[config.mk]
export PLATFORM = sky130hd
export DESIGN_NAME = bus_line_receiver
export DESIGN_NICKNAME = d
export VERILOG_FILES = /design/src/rtl/i3c_phy_pkg.sv /design/src/rtl/line_glitch_filter.sv /design/src/rtl/bus_line_receiver.sv
export SDC_FILE = /design/constraint.sdc
export NUM_CORES = 1
export LEC_CHECK = 0
export ABC_CLOCK_PERIOD_IN_PS = 3700
export CORE_ASPECT_RATIO = 0.75
export CORE_UTILIZATION = 55
export DETAILED_ROUTE_END_ITERATION = 8
export PLACE_DENSITY = 0.81
export SYNTH_ARGS = -nofsm -noshare
export SYNTH_HDL_FRONTEND = slang
export SYNTH_SLANG_ARGS = --single-unit
[constraint.sdc]
create_clock -name clk_i -period 3.7 [get_ports clk_i]
set_clock_uncertainty 0.1 [all_clocks]
set_input_delay 0.555 -clock clk_i [delete_from_list [all_inputs] [get_ports clk_i]]
set_output_delay 0.555 -clock clk_i [all_outputs]
set_load 0.005 [all_outputs]
[src/rtl/i3c_phy_pkg.sv]
// Shared types for the I3C/I2C physical-layer receive path.
// Bundles SCL/SDA per-line signals and the decoded bus conditions.
package i3c_phy_pkg;

    localparam int unsigned CNT_WIDTH_DEFAULT = 8;

    typedef struct packed {
        logic scl;
        logic sda;
    } bus_line_t;

    typedef struct packed {
        logic start;
        logic rstart;
        logic stop;
    } bus_cond_t;

endpackage : i3c_phy_pkg

[src/rtl/line_glitch_filter.sv]
// One bus line: two-flop synchronizer, run-length glitch filter and filtered
// edge pulses. Reset assumes an idle (high) line.
module line_glitch_filter #(
    parameter int unsigned CntWidth = 8
) (
    input  logic                clk_i,
    input  logic                rst_i,
    input  logic                line_i,
    input  logic [CntWidth-1:0] t_glitch_i,
    output logic                level_o,
    output logic                posedge_o,
    output logic                negedge_o
);

    logic                sync_q1;
    logic                sync_q2;
    logic                filt_q;
    logic                filt_prev_q;
    logic [CntWidth-1:0] cnt_q;

    always_ff @(posedge clk_i) begin
        if (rst_i) begin
            sync_q1     <= 1'b1;
            sync_q2     <= 1'b1;
            filt_q      <= 1'b1;
            filt_prev_q <= 1'b1;
            cnt_q       <= '0;
        end else begin
            sync_q1     <= line_i;
            sync_q2     <= sync_q1;
            filt_prev_q <= filt_q;
            if (sync_q2 == filt_q) begin
                cnt_q <= '0;
            end else if (cnt_q >= t_glitch_i) begin
                // The run has outlasted the threshold: commit the new level.
                filt_q <= sync_q2;
                cnt_q  <= '0;
            end else if (cnt_q != '1) begin
                cnt_q <= cnt_q + 1'b1;
            end
        end
    end

    assign level_o   = filt_q;
    assign posedge_o = filt_q & ~filt_prev_q;
    assign negedge_o = ~filt_q & filt_prev_q;

endmodule : line_glitch_filter

[src/rtl/bus_line_receiver.sv]
// Receive front end for SCL/SDA: filtered levels, edge pulses, and
// START / repeated START / STOP detection with a bus-busy flag.
module bus_line_receiver
    import i3c_phy_pkg::*;
#(
    parameter int unsigned CntWidth = CNT_WIDTH_DEFAULT
) (
    input  logic                clk_i,
    input  logic                rst_i,
    input  logic                scl_i,
    input  logic                sda_i,
    input  logic [CntWidth-1:0] t_glitch_i,
    output logic                scl_o,
    output logic                sda_o,
    output logic                scl_posedge_o,
    output logic                scl_negedge_o,
    output logic                sda_posedge_o,
    output logic                sda_negedge_o,
    output logic                start_det_o,
    output logic                rstart_det_o,
    output logic                stop_det_o,
    output logic                bus_busy_o
);

    bus_line_t level;
    bus_line_t rise;
    bus_line_t fall;
    bus_cond_t cond;
    logic      scl_held_high;
    logic      bus_busy_q;

    line_glitch_filter #(.CntWidth(CntWidth)) u_scl_filter (
        .clk_i      (clk_i),
        .rst_i      (rst_i),
        .line_i     (scl_i),
        .t_glitch_i (t_glitch_i),
        .level_o    (level.scl),
        .posedge_o  (rise.scl),
        .negedge_o  (fall.scl)
    );

    line_glitch_filter #(.CntWidth(CntWidth)) u_sda_filter (
        .clk_i      (clk_i),
        .rst_i      (rst_i),
        .line_i     (sda_i),
        .t_glitch_i (t_glitch_i),
        .level_o    (level.sda),
        .posedge_o  (rise.sda),
        .negedge_o  (fall.sda)
    );

    // SCL high now and in the previous cycle; a rising edge implies it was low.
    assign scl_held_high = level.scl & ~rise.scl;

    always_comb begin
        cond        = '0;
        cond.start  = fall.sda & scl_held_high & ~bus_busy_q;
        cond.rstart = fall.sda & scl_held_high &  bus_busy_q;
        cond.stop   = rise.sda & scl_held_high;
    end

    always_ff @(posedge clk_i) begin
        if (rst_i) begin
            bus_busy_q <= 1'b0;
        end else if (cond.start || cond.rstart) begin
            bus_busy_q <= 1'b1;
        end else if (cond.stop) begin
            bus_busy_q <= 1'b0;
        end
    end

    assign scl_o         = level.scl;
    assign sda_o         = level.sda;
    assign scl_posedge_o = rise.scl;
    assign scl_negedge_o = fall.scl;
    assign sda_posedge_o = rise.sda;
    assign sda_negedge_o = fall.sda;
    assign start_det_o   = cond.start;
    assign rstart_det_o  = cond.rstart;
    assign stop_det_o    = cond.stop;
    assign bus_busy_o    = bus_busy_q;

endmodule : bus_line_receiver

==> flow_summary_export.csv <==
group,metric,value,unit
timing,finalSetupViolations,0,
detailed_routing,via_per_inst,5.55,
critical_path,slowest_stage,"or4_1",
clock_tree,cts.repair.resized,0,
timing,min_period,2.60,ns
global_route,first_global_vias,1075,
die,start_util,59.6,%
global_route,grt_overflow,0,
timing,hold_ws,0.326,ns
detailed_routing,drt_first_pass_iters,4,
die,die_h,45.7,µm
detailed_routing,num_vias,1238,
logic_synthesis,synth_edf_count,0,
logic_synthesis,synth_cell_type_count,31,
logic_synthesis,synth_compound_area_share,12.4,%
critical_path,worstSetupStartpointType,"input pin",
logic_synthesis,synth-simple-area-share,26.8,%
global_route,antenna_found_initial,0,
global_route,grt_pass1_wl,4600,µm
power,ir_drop,0.149,mV
logic_synthesis,synthAdderAreaFrac,16.1,%
placement,dp_cells,219,
finish,final_util,71.0,%
finish,final_cell_mix,"dfxtp_1, clkdlybuf4s50_1, nor2_1, ha_1, inv_1",
finish,drive_gt1_share,6.35,%
finish,syn_to_final_growth,19.1,%
logic_synthesis,syn_avg_cell_area,8.38,µm²
power,powerDensity,258,nW/µm²
power,total_power,430,µW
clock_tree,postCtsHoldBufs,0,
clock_tree,root_buffer,"clkbuf_4",
die,std_cell_rows,15,
finish,diodes,0,
clock_tree,cts_buffers,3,
placement,gp_congestion,0.797,
detailed_routing,drc,0,
timing,max_freq,0.385,GHz
logic_synthesis,synthCells,167,
detailed_routing,routed_wl,2890,µm
logic_synthesis,synthXorXnorAreaFrac,3.76,%
run,max_cap_violations,0,
critical_path,crit_fanout,8,
clock_tree,clk_latency,0.31,ns
min_path,hold_path_class,"flip-flop to flip-flop",
die,die_w,60.2,µm
power,cellLeakagePower,0.665,nW
global_route,grt_use_total,22.6,%
timing,rsz0062_at_grt,"false",
clock_tree,cts.path.max_buffers,2,
clock_tree,cts_tree,"built",
global_route,grt_max_degree,14,
critical_path,cp.required,3.85,ns
logic_synthesis,async_flop_share,0,%
timing,slew_headroom,76.6,%
logic_synthesis,ys.warnings.count,0,
logic_synthesis,synth-main-ff-cell,"dfxtp_1",
logic_synthesis,synthMuxAreaShare,0.716,%
clock_tree,cts_setup_buffers,0,
detailed_routing,initialDrtViolationCount,48,
die,io_pins,22,
logic_synthesis,synth-seq-cells,25,
clock_tree,htreeDepth,1,
timing,slew_viol_final,0,
finish,nets,220,
clock_tree,clkSinkCount,25,
detailed_routing,wl_per_cell,12.9,µm
critical_path,worstSetupEndpointType,"flip-flop",
placement,dpl.hpwl,2260,µm
critical_path,crit_chain,"clkdlybuf4s50_1 > inv_1 > ha_1 > nor2b_1 > o211ai_1 > a31oi_1 > or4_1 > nor3_2",
logic_synthesis,synth_top_family_by_area,"simple AND/OR/NAND/NOR gates",
placement,io_buffers,21,
timing,tightestPinTransition,0.347,ns
critical_path,arrival,2.75,ns
critical_path,max_stage_delay,0.68,ns
timing,hold_viol,0,
die,dieArea,2750,µm²
finish,mostFrequentLayoutCell,"dfxtp_1",
die,core,2350,µm²
logic_synthesis,synth_nets,197,
finish,final_cells,223,
detailed_routing,drtAntennaViolNets,0,
timing,tns,0,ns
critical_path,critPathKind,"input pin to flip-flop",
clock_tree,path_clk_slew,0.13,ns
timing,min_period_over_period,70.3,%
run_status,outcome,"finished, final reports clean",
logic_synthesis,synth-seq-area-share,35.8,%
logic_synthesis,syn_area,1400,µm²
==> flip-flops by register name (all words and copies together), names as in the netlist <==
signal                    cells
bus_busy_o                    1
u_scl_filter.cnt_q            8
u_scl_filter.filt_prev_q      1
u_scl_filter.level_o          1
u_scl_filter.sync_q1          1
u_scl_filter.sync_q2          1
u_sda_filter.cnt_q            8
u_sda_filter.filt_prev_q      1
u_sda_filter.level_o          1
u_sda_filter.sync_q1          1
u_sda_filter.sync_q2          1
==> kinds of logic (layout without fill, tap and decap cells) <==
logic type,Yosys count,in the layout
xor gates and xnor gates,6,6
AOI/OAI and AO/OA,29,29
muxes,1,1
adders and majority gates,18,18
and+or+nand+nor,72,72
DFF,25,25
buffers and inverters,16,38
==> critical path, delay by kind of cell <==
kind / cells / cell delay, ns
compound gates: 2 / 0.34
buf+inv: 2 / 0.50
simple gates: 3 / 1.05
fa+ha+maj: 1 / 0.30
==> where the power goes <==
part	internal, mW	switching (mW)	leakage, nW
combinational	0.0206	0.0163	0.447
clock	0.0421	0.0769	0.0150
sequential	0.272	0.00186	0.203
==> cells in the mapped netlist, drive strengths merged, types with 4 or more instances <==
cell   instances  area (µm²)
o21ai         10        50.0
a21oi          9        45.0
nand2          9        33.8
nand3         10        50.1
nand4          4        25.0
nor2b          6        37.5
nor2          18        67.6
nor3           7        40.0
ha            18         225
and3           4        25.0
dfxtp         25         500
a31oi          5        31.3
inv           13        48.8
xnor2          4        35.0
or2            7        43.8
==> per-layer routing <==
| metal | routed length (µm) | part of all wire [%] | global-route usage (%) |
|---|---|---|---|
| met1 | 1410 | 49 | 28.3 |
| met2 | 1290 | 45 | 38.0 |
| met3 | 155 | 5.4 | 7.39 |
| met4 | 34 | 1.2 | 4.65 |
| met5 | 0 | 0 | 0 |
==> metrics by stage <==
stage,setup slack [ns],instance area (µm²)
final,1.10,1670
after global routing,1.02,1670
after CTS,1.12,1670
after detailed placement,0.788,1640
after global placement,0.914,1640
after floorplan,1.49,1400
==> path summary, 6_finish.rpt <==
kind / from / to / slack (ns) / depth (start not counted)
min: u_scl_filter.sync_q1$_SDFF_PP1_ / u_scl_filter.sync_q2$_SDFF_PP1_ / 0.33 / 1
min reg2reg: u_scl_filter.sync_q1$_SDFF_PP1_ / u_scl_filter.sync_q2$_SDFF_PP1_ / 0.33 / 1
max: t_glitch_i[1] / u_sda_filter.cnt_q[6]$_SDFFE_PP0P_ / 1.10 / 8
max reg2reg: u_sda_filter.cnt_q[1]$_SDFFE_PP0P_ / u_sda_filter.cnt_q[6]$_SDFFE_PP0P_ / 1.43 / 6
==> layout make-up <==
class	instances	area (µm²)
clock buffers	4	26.3
fillers	197	681
inverters	13	48.8
multi-input cells	126	837
flip-flops and latches	25	500
well taps	34	42.5
repair buffers	21	210
(Power assumes the default switching activity.)
